File: src/rtl/syncer_event_multi.sv
// Multi-channel event synchronizer: per-channel sync chain, runtime edge detect, pulse stretch,
// sticky overrun flags and saturating event counters with registered readback.
module syncer_event_multi #(
  parameter int N_CH        = 4,
  parameter int SYNC_STAGES = 2,
  parameter int PULSE_LEN   = 1,
  parameter int CNT_W       = 16,
  localparam int SEL_W      = (N_CH > 1) ? $clog2(N_CH) : 1
) (
  input  logic             clk,
  input  logic             resetn,
  input  logic [N_CH-1:0]  evt_async_in,
  input  logic [1:0]       edge_mode,
  input  logic [N_CH-1:0]  evt_mask,
  output logic [N_CH-1:0]  pulse_out,
  output logic [N_CH-1:0]  busy,
  output logic [N_CH-1:0]  overrun,
  input  logic [N_CH-1:0]  overrun_clr,
  input  logic [SEL_W-1:0] cnt_sel,
  input  logic             cnt_clr,
  output logic [CNT_W-1:0] cnt_value
);

  localparam int LEN_W = (PULSE_LEN > 1) ? $clog2(PULSE_LEN) : 1;
  localparam logic [LEN_W-1:0] LEN_RELOAD = LEN_W'(PULSE_LEN - 1);
  localparam logic [CNT_W-1:0] CNT_MAX    = '1;

  typedef enum logic {ST_IDLE, ST_ACTIVE} st_e;

  logic [SYNC_STAGES-1:0] sync_q [N_CH];
  logic [SYNC_STAGES-1:0] sync_d [N_CH];
  logic [N_CH-1:0]        prev_q, prev_d;
  logic [N_CH-1:0]        s_lvl, det, ovr_set;
  st_e                    state_q [N_CH];
  st_e                    state_d [N_CH];
  logic [LEN_W-1:0]       len_q [N_CH];
  logic [LEN_W-1:0]       len_d [N_CH];
  logic [N_CH-1:0]        ovr_q, ovr_d;
  logic [CNT_W-1:0]       cnt_q [N_CH];
  logic [CNT_W-1:0]       cnt_d [N_CH];
  logic [CNT_W-1:0]       cnt_value_q, cnt_value_d;

  function automatic logic edge_match(input logic [1:0] mode, input logic p, input logic c);
    unique case (mode)
      2'd0:    return p ^ c;
      2'd1:    return ~p & c;
      2'd2:    return p & ~c;
      default: return 1'b0;
    endcase
  endfunction

  // Synchronize and detect; prev follows s unconditionally so mask/mode changes never fake an edge.
  always_comb begin
    s_lvl  = '0;
    det    = '0;
    prev_d = '0;
    for (int i = 0; i < N_CH; i++) begin
      sync_d[i] = {sync_q[i][SYNC_STAGES-2:0], evt_async_in[i]};
      s_lvl[i]  = sync_q[i][SYNC_STAGES-1];
      prev_d[i] = s_lvl[i];
      det[i]    = ~evt_mask[i] & edge_match(edge_mode, prev_q[i], s_lvl[i]);
    end
  end

  // Stretch FSM, overrun and counters per channel.
  always_comb begin
    ovr_set = '0;
    ovr_d   = '0;
    for (int i = 0; i < N_CH; i++) begin
      state_d[i] = state_q[i];
      len_d[i]   = len_q[i];
      cnt_d[i]   = cnt_q[i];
      unique case (state_q[i])
        ST_IDLE: begin
          if (det[i]) begin
            state_d[i] = ST_ACTIVE;
            len_d[i]   = LEN_RELOAD;
          end
        end
        ST_ACTIVE: begin
          if (len_q[i] != '0) begin
            len_d[i]   = len_q[i] - 1'b1;
            ovr_set[i] = det[i];
          end else if (det[i]) begin
            len_d[i]   = LEN_RELOAD;
          end else begin
            state_d[i] = ST_IDLE;
          end
        end
        default: state_d[i] = ST_IDLE;
      endcase
      ovr_d[i] = ovr_set[i] | (ovr_q[i] & ~overrun_clr[i]);
      if (cnt_clr && (cnt_sel == SEL_W'(i))) begin
        cnt_d[i] = det[i] ? CNT_W'(1) : '0;
      end else if (det[i] && (cnt_q[i] != CNT_MAX)) begin
        cnt_d[i] = cnt_q[i] + 1'b1;
      end
    end
  end

  // Out-of-range selects match no channel and read back as zero.
  always_comb begin
    cnt_value_d = '0;
    for (int i = 0; i < N_CH; i++) begin
      if (cnt_sel == SEL_W'(i)) cnt_value_d = cnt_q[i];
    end
  end

  always_ff @(posedge clk or negedge resetn) begin
    if (!resetn) begin
      for (int i = 0; i < N_CH; i++) begin
        sync_q[i]  <= '0;
        state_q[i] <= ST_IDLE;
        len_q[i]   <= '0;
        cnt_q[i]   <= '0;
      end
      prev_q      <= '0;
      ovr_q       <= '0;
      cnt_value_q <= '0;
    end else begin
      for (int i = 0; i < N_CH; i++) begin
        sync_q[i]  <= sync_d[i];
        state_q[i] <= state_d[i];
        len_q[i]   <= len_d[i];
        cnt_q[i]   <= cnt_d[i];
      end
      prev_q      <= prev_d;
      ovr_q       <= ovr_d;
      cnt_value_q <= cnt_value_d;
    end
  end

  always_comb begin
    pulse_out = '0;
    for (int i = 0; i < N_CH; i++) pulse_out[i] = (state_q[i] == ST_ACTIVE);
  end

  assign busy      = pulse_out;
  assign overrun   = ovr_q;
  assign cnt_value = cnt_value_q;

endmodule

File: config.mk
export PLATFORM = sky130hd
export DESIGN_NAME = syncer_event_multi
export DESIGN_NICKNAME = d
export VERILOG_FILES = /design/src/rtl/syncer_event_multi.sv
export SDC_FILE = /design/constraint.sdc
export NUM_CORES = 1
export LEC_CHECK = 0
export ABC_AREA = 1
export CAP_MARGIN = 10
export CORE_UTILIZATION = 53
export DETAILED_ROUTE_END_ITERATION = 8
export PLACE_DENSITY = 0.84
export REMOVE_ABC_BUFFERS = 1
export SLEW_MARGIN = 25
export SYNTH_ARGS = -nofsm -noshare
export SYNTH_HDL_FRONTEND = slang
export SYNTH_SLANG_ARGS = --single-unit
export TNS_END_PERCENT = 30
File: constraint.sdc
create_clock -name clk -period 1.51 [get_ports clk]
set_input_delay 0.2265 -clock clk [delete_from_list [all_inputs] [get_ports clk]]
set_output_delay 0.2265 -clock clk [all_outputs]
set_load 0.005 [all_outputs]
==> impl_metrics.csv <==
group,metric,value,unit
status,outcome,"finished with violations",
status,violations,"setup timing",
die,die_area,0.0115,mm^2
setup_path,worstPathMaxFanout,7,
timing,fmax,584,MHz
timing,whs,0.273,ns
clocking,clkLatencyLatePin,0.38,ns
timing,finalCriticalPeriod,1.71,ns
placed_design,pre_cts_slack,-0.314,ns
clocking,clock_sinks,100,
detailed_routing,via_per_inst,5.71,
yosys,syn_area,0.00586,mm^2
power_and_ir_drop,ir_worst_vdd,0.000696,V
timing,layout_setup_ws,-0.201,ns
global_route,grt_pass1_wl,28100,um
setup_path,critPathCaptureType,"register",
power_and_ir_drop,p_seq_share,50.6,%
detailed_routing,drc_errors,0,
timing,fin_crit_sh,113,%
clocking,root_buffer,"clkbuf_8",
global_route,overflow,0,
clocking,cts_buffers,9,
placed_design,port_buffers,46,
setup_path,critPathArrivalTime,2.01,ns
yosys,yosysUniqueCellTypes,29,
placed_design,place_hpwl,12100,um
timing,maxSlewViolCount,0,
yosys,syn_inst,781,
cells_and_area,utilization,73.2,%
setup_path,rr_startpoint,"prev_d[1]",
cells_and_area,final_cell_mix,"228 x nand2_1, 116 x buf_4, 100 x dfrtp_1",
clocking,path_clk_slew,0.09,ns
timing,rsz0062_at_grt,"yes",
cells_and_area,drive_above_1_share,24.6,%
detailed_routing,ant_nets,0,
clocking,cts-htree-levels,3,
detailed_routing,initialDrtViolationCount,514,
clocking,cts_buffer_depth,2,
timing,setup_violations,63,
timing,hold_viol,0,
cells_and_area,final_common_cell,"nand2_1",
die,boundaryPins,47,
yosys,ys_seq_elements,100,
die,rows,38,
detailed_routing,routed_wl,17700,um
setup_path,crit_start,"prev_d[1]",
cells_and_area,area_growth,34.8,%
power_and_ir_drop,pwr-share-comb,18.9,%
timing,skew,0.0131,ns
power_and_ir_drop,power_switching,1.60,mW
setup_path,crit_path_start_kind,"register",
power_and_ir_drop,p_int,4.08,mW
detailed_routing,wl_per_cell,16.2,um
power_and_ir_drop,clkPwrFrac,30.4,%
global_route,grt_pass1_vias,5921,
setup_path,path_class,"reg -> reg",
detailed_routing,vias,6253,
setup_path,crit_required,1.81,ns
power_and_ir_drop,p_per_area,719,mW/mm^2
die,fp.coreArea,0.0108,mm^2
min_path,hold_class,"in -> reg",
yosys,syn_area_per_cell,7.51,um^2
die,initial_core_util,54.3,%
power_and_ir_drop,swShare,28.2,%
min_path,min_from,"evt_async_in[0]",
yosys,yosysWarnings,0,
placed_design,place_area,0.00735,mm^2
setup_path,r2r_setup_slack,-0.20,ns
timing,maxSlewHeadroom,70.1,%
power_and_ir_drop,p_leak,3.89,nW
placed_design,place_congestion,0.947,
timing,tightestPinTransition,0.449,ns
cells_and_area,nFillCells,725,
cells_and_area,diodes,0,
die,die_h,107,um
die,die_w,107,um
cells_and_area,layout.nets,984,
detailed_routing,firstDrtPassIters,7,
flow_run,drv_cap,0,
clocking,cts_tree,"built",
yosys,synth_seq_area_share,42.7,%
cells_and_area,stdcell_area,0.00790,mm^2
global_route,grt_max_degree,31,
global_route,antenna_found_initial,0,
global_route,grtUsageTotal,32.0,%
-- cells by family after synthesis --
| logic type | count (synthesis) | share of synthesized area (%) |
|---|---|---|
| compound gates | 75 | 6.96 |
| xor+xnor | 10 | 1.49 |
| fa+ha+maj | 12 | 2.56 |
| buf+inv | 116 | 8.37 |
| flops | 100 | 42.7 |
| simple gates | 468 | 37.9 |
-- state kept, by name, indices dropped and copies added, names as in the netlist --
register   count
prev_d         4
busy           4
cnt_q         64
overrun        4
cnt_value     16
prev_q         4
sync_d         4
-- routing by layer --
metal	up-vias	routed length (um)	global-route usage (%)	part of all wire [%]
li1	2901	-	-	-
met1	2908	6790	39.9	38
met2	377	8580	52.8	48
met3	67	1620	6.69	9.1
met4	0	750	15.8	4.2
met5	-	0	0	0
-- cells in the mapped netlist --
| master | count | area share, % |
|---|---|---|
| nor2_8 | 4 | 1.4 |
| ha_1 | 12 | 2.6 |
| nor2_1 | 64 | 4.1 |
| xor2_1 | 10 | 1.5 |
| o22ai_1 | 13 | 1.4 |
| a21oi_1 | 16 | 1.4 |
| buf_1 | 1 | 0.064 |
| o21ai_1 | 6 | 0.51 |
| buf_6 | 4 | 0.77 |
| nor2_4 | 15 | 2.9 |
| or2_2 | 4 | 0.43 |
| o21ai_0 | 35 | 3.0 |
| inv_2 | 11 | 0.70 |
| nand2_1 | 239 | 15 |
| a221oi_1 | 1 | 0.15 |
| o21bai_1 | 2 | 0.26 |
| o2111ai_1 | 1 | 0.15 |
| nand3_1 | 61 | 5.2 |
| buf_4 | 6 | 0.77 |
| nand3b_1 | 5 | 0.64 |
| nor3_1 | 4 | 0.34 |
| a21oi_2 | 1 | 0.15 |
| clkbuf_1 | 6 | 0.38 |
| buf_2 | 2 | 0.17 |
| nand4_1 | 57 | 6.1 |
| nor2_2 | 6 | 0.64 |
| nand2_2 | 9 | 0.96 |
| dfrtp_1 | 100 | 43 |
| inv_1 | 86 | 5.5 |
-- what timing repair did --
action                     in CTS  in global routing
setup buffers                   6                  6
resized for setup              33                 36
hold buffers                    1                  0
pin swaps                      37                 45
setup endpoints to repair      64                 69
gates cloned                    4                  0
hold endpoints to repair       27                  0
-- worst max-delay path, cell delays in order (launching register included) --
cell,delay (ns)
dfrtp_1,0.41
ha_1,0.32
inv_2,0.06
nand2_2,0.05
nand3_2,0.11
nand2_4,0.08
nor2_4,0.16
buf_6,0.16
nand3b_1,0.14
o21ai_1,0.14
-- worst paths after layout --
| check | cells after the start | to |
|---|---|---|
| worst max-delay path | 9 | cnt_q[36] |
| worst min-delay path | 1 | sync_d[7] |
| worst max register to register | 9 | cnt_q[36] |
| worst min register to register | 0 | prev_d[3] |
| max in group asynchronous | 3 | cnt_q[37] |
| min in group asynchronous | 2 | cnt_q[32] |
-- area by class of cell --
class	instances	area, um^2	share of cell area, %
multi-input cells	568	3080	38.9
flip-flops and latches	100	2500	31.7
repair buffers	177	1600	20.2
inverters	97	364	4.61
well taps	140	175	2.22
clock buffers	10	138	1.74
clock inverters	4	51.3	0.649
-- power by group through the flow --
stage | sequential (mW) | combinational, mW | clock (mW)
floorplan | 2.94 | 0.349 | 0
global placement | 2.91 | 0.901 | 0
detailed placement | 2.92 | 0.931 | 0
CTS | 2.87 | 1.00 | 1.75
global route | 2.89 | 1.15 | 1.87
finish | 2.88 | 1.08 | 1.73
-- per-stage QoR --
| stage | setup TNS (ns) | std cells | total power [mW] |
|---|---|---|---|
| global placement | -18.03 | 1067 | 3.81 |
| finish | -4.71 | 1096 | 5.68 |
| floorplan | -0.476 | 762 | 3.29 |
| detailed placement | -21.21 | 1067 | 3.85 |
| CTS | -2.89 | 1092 | 5.62 |
| global route | -9.93 | 1096 | 5.92 |
No activity file was read; power rests on OpenSTA's default activity.
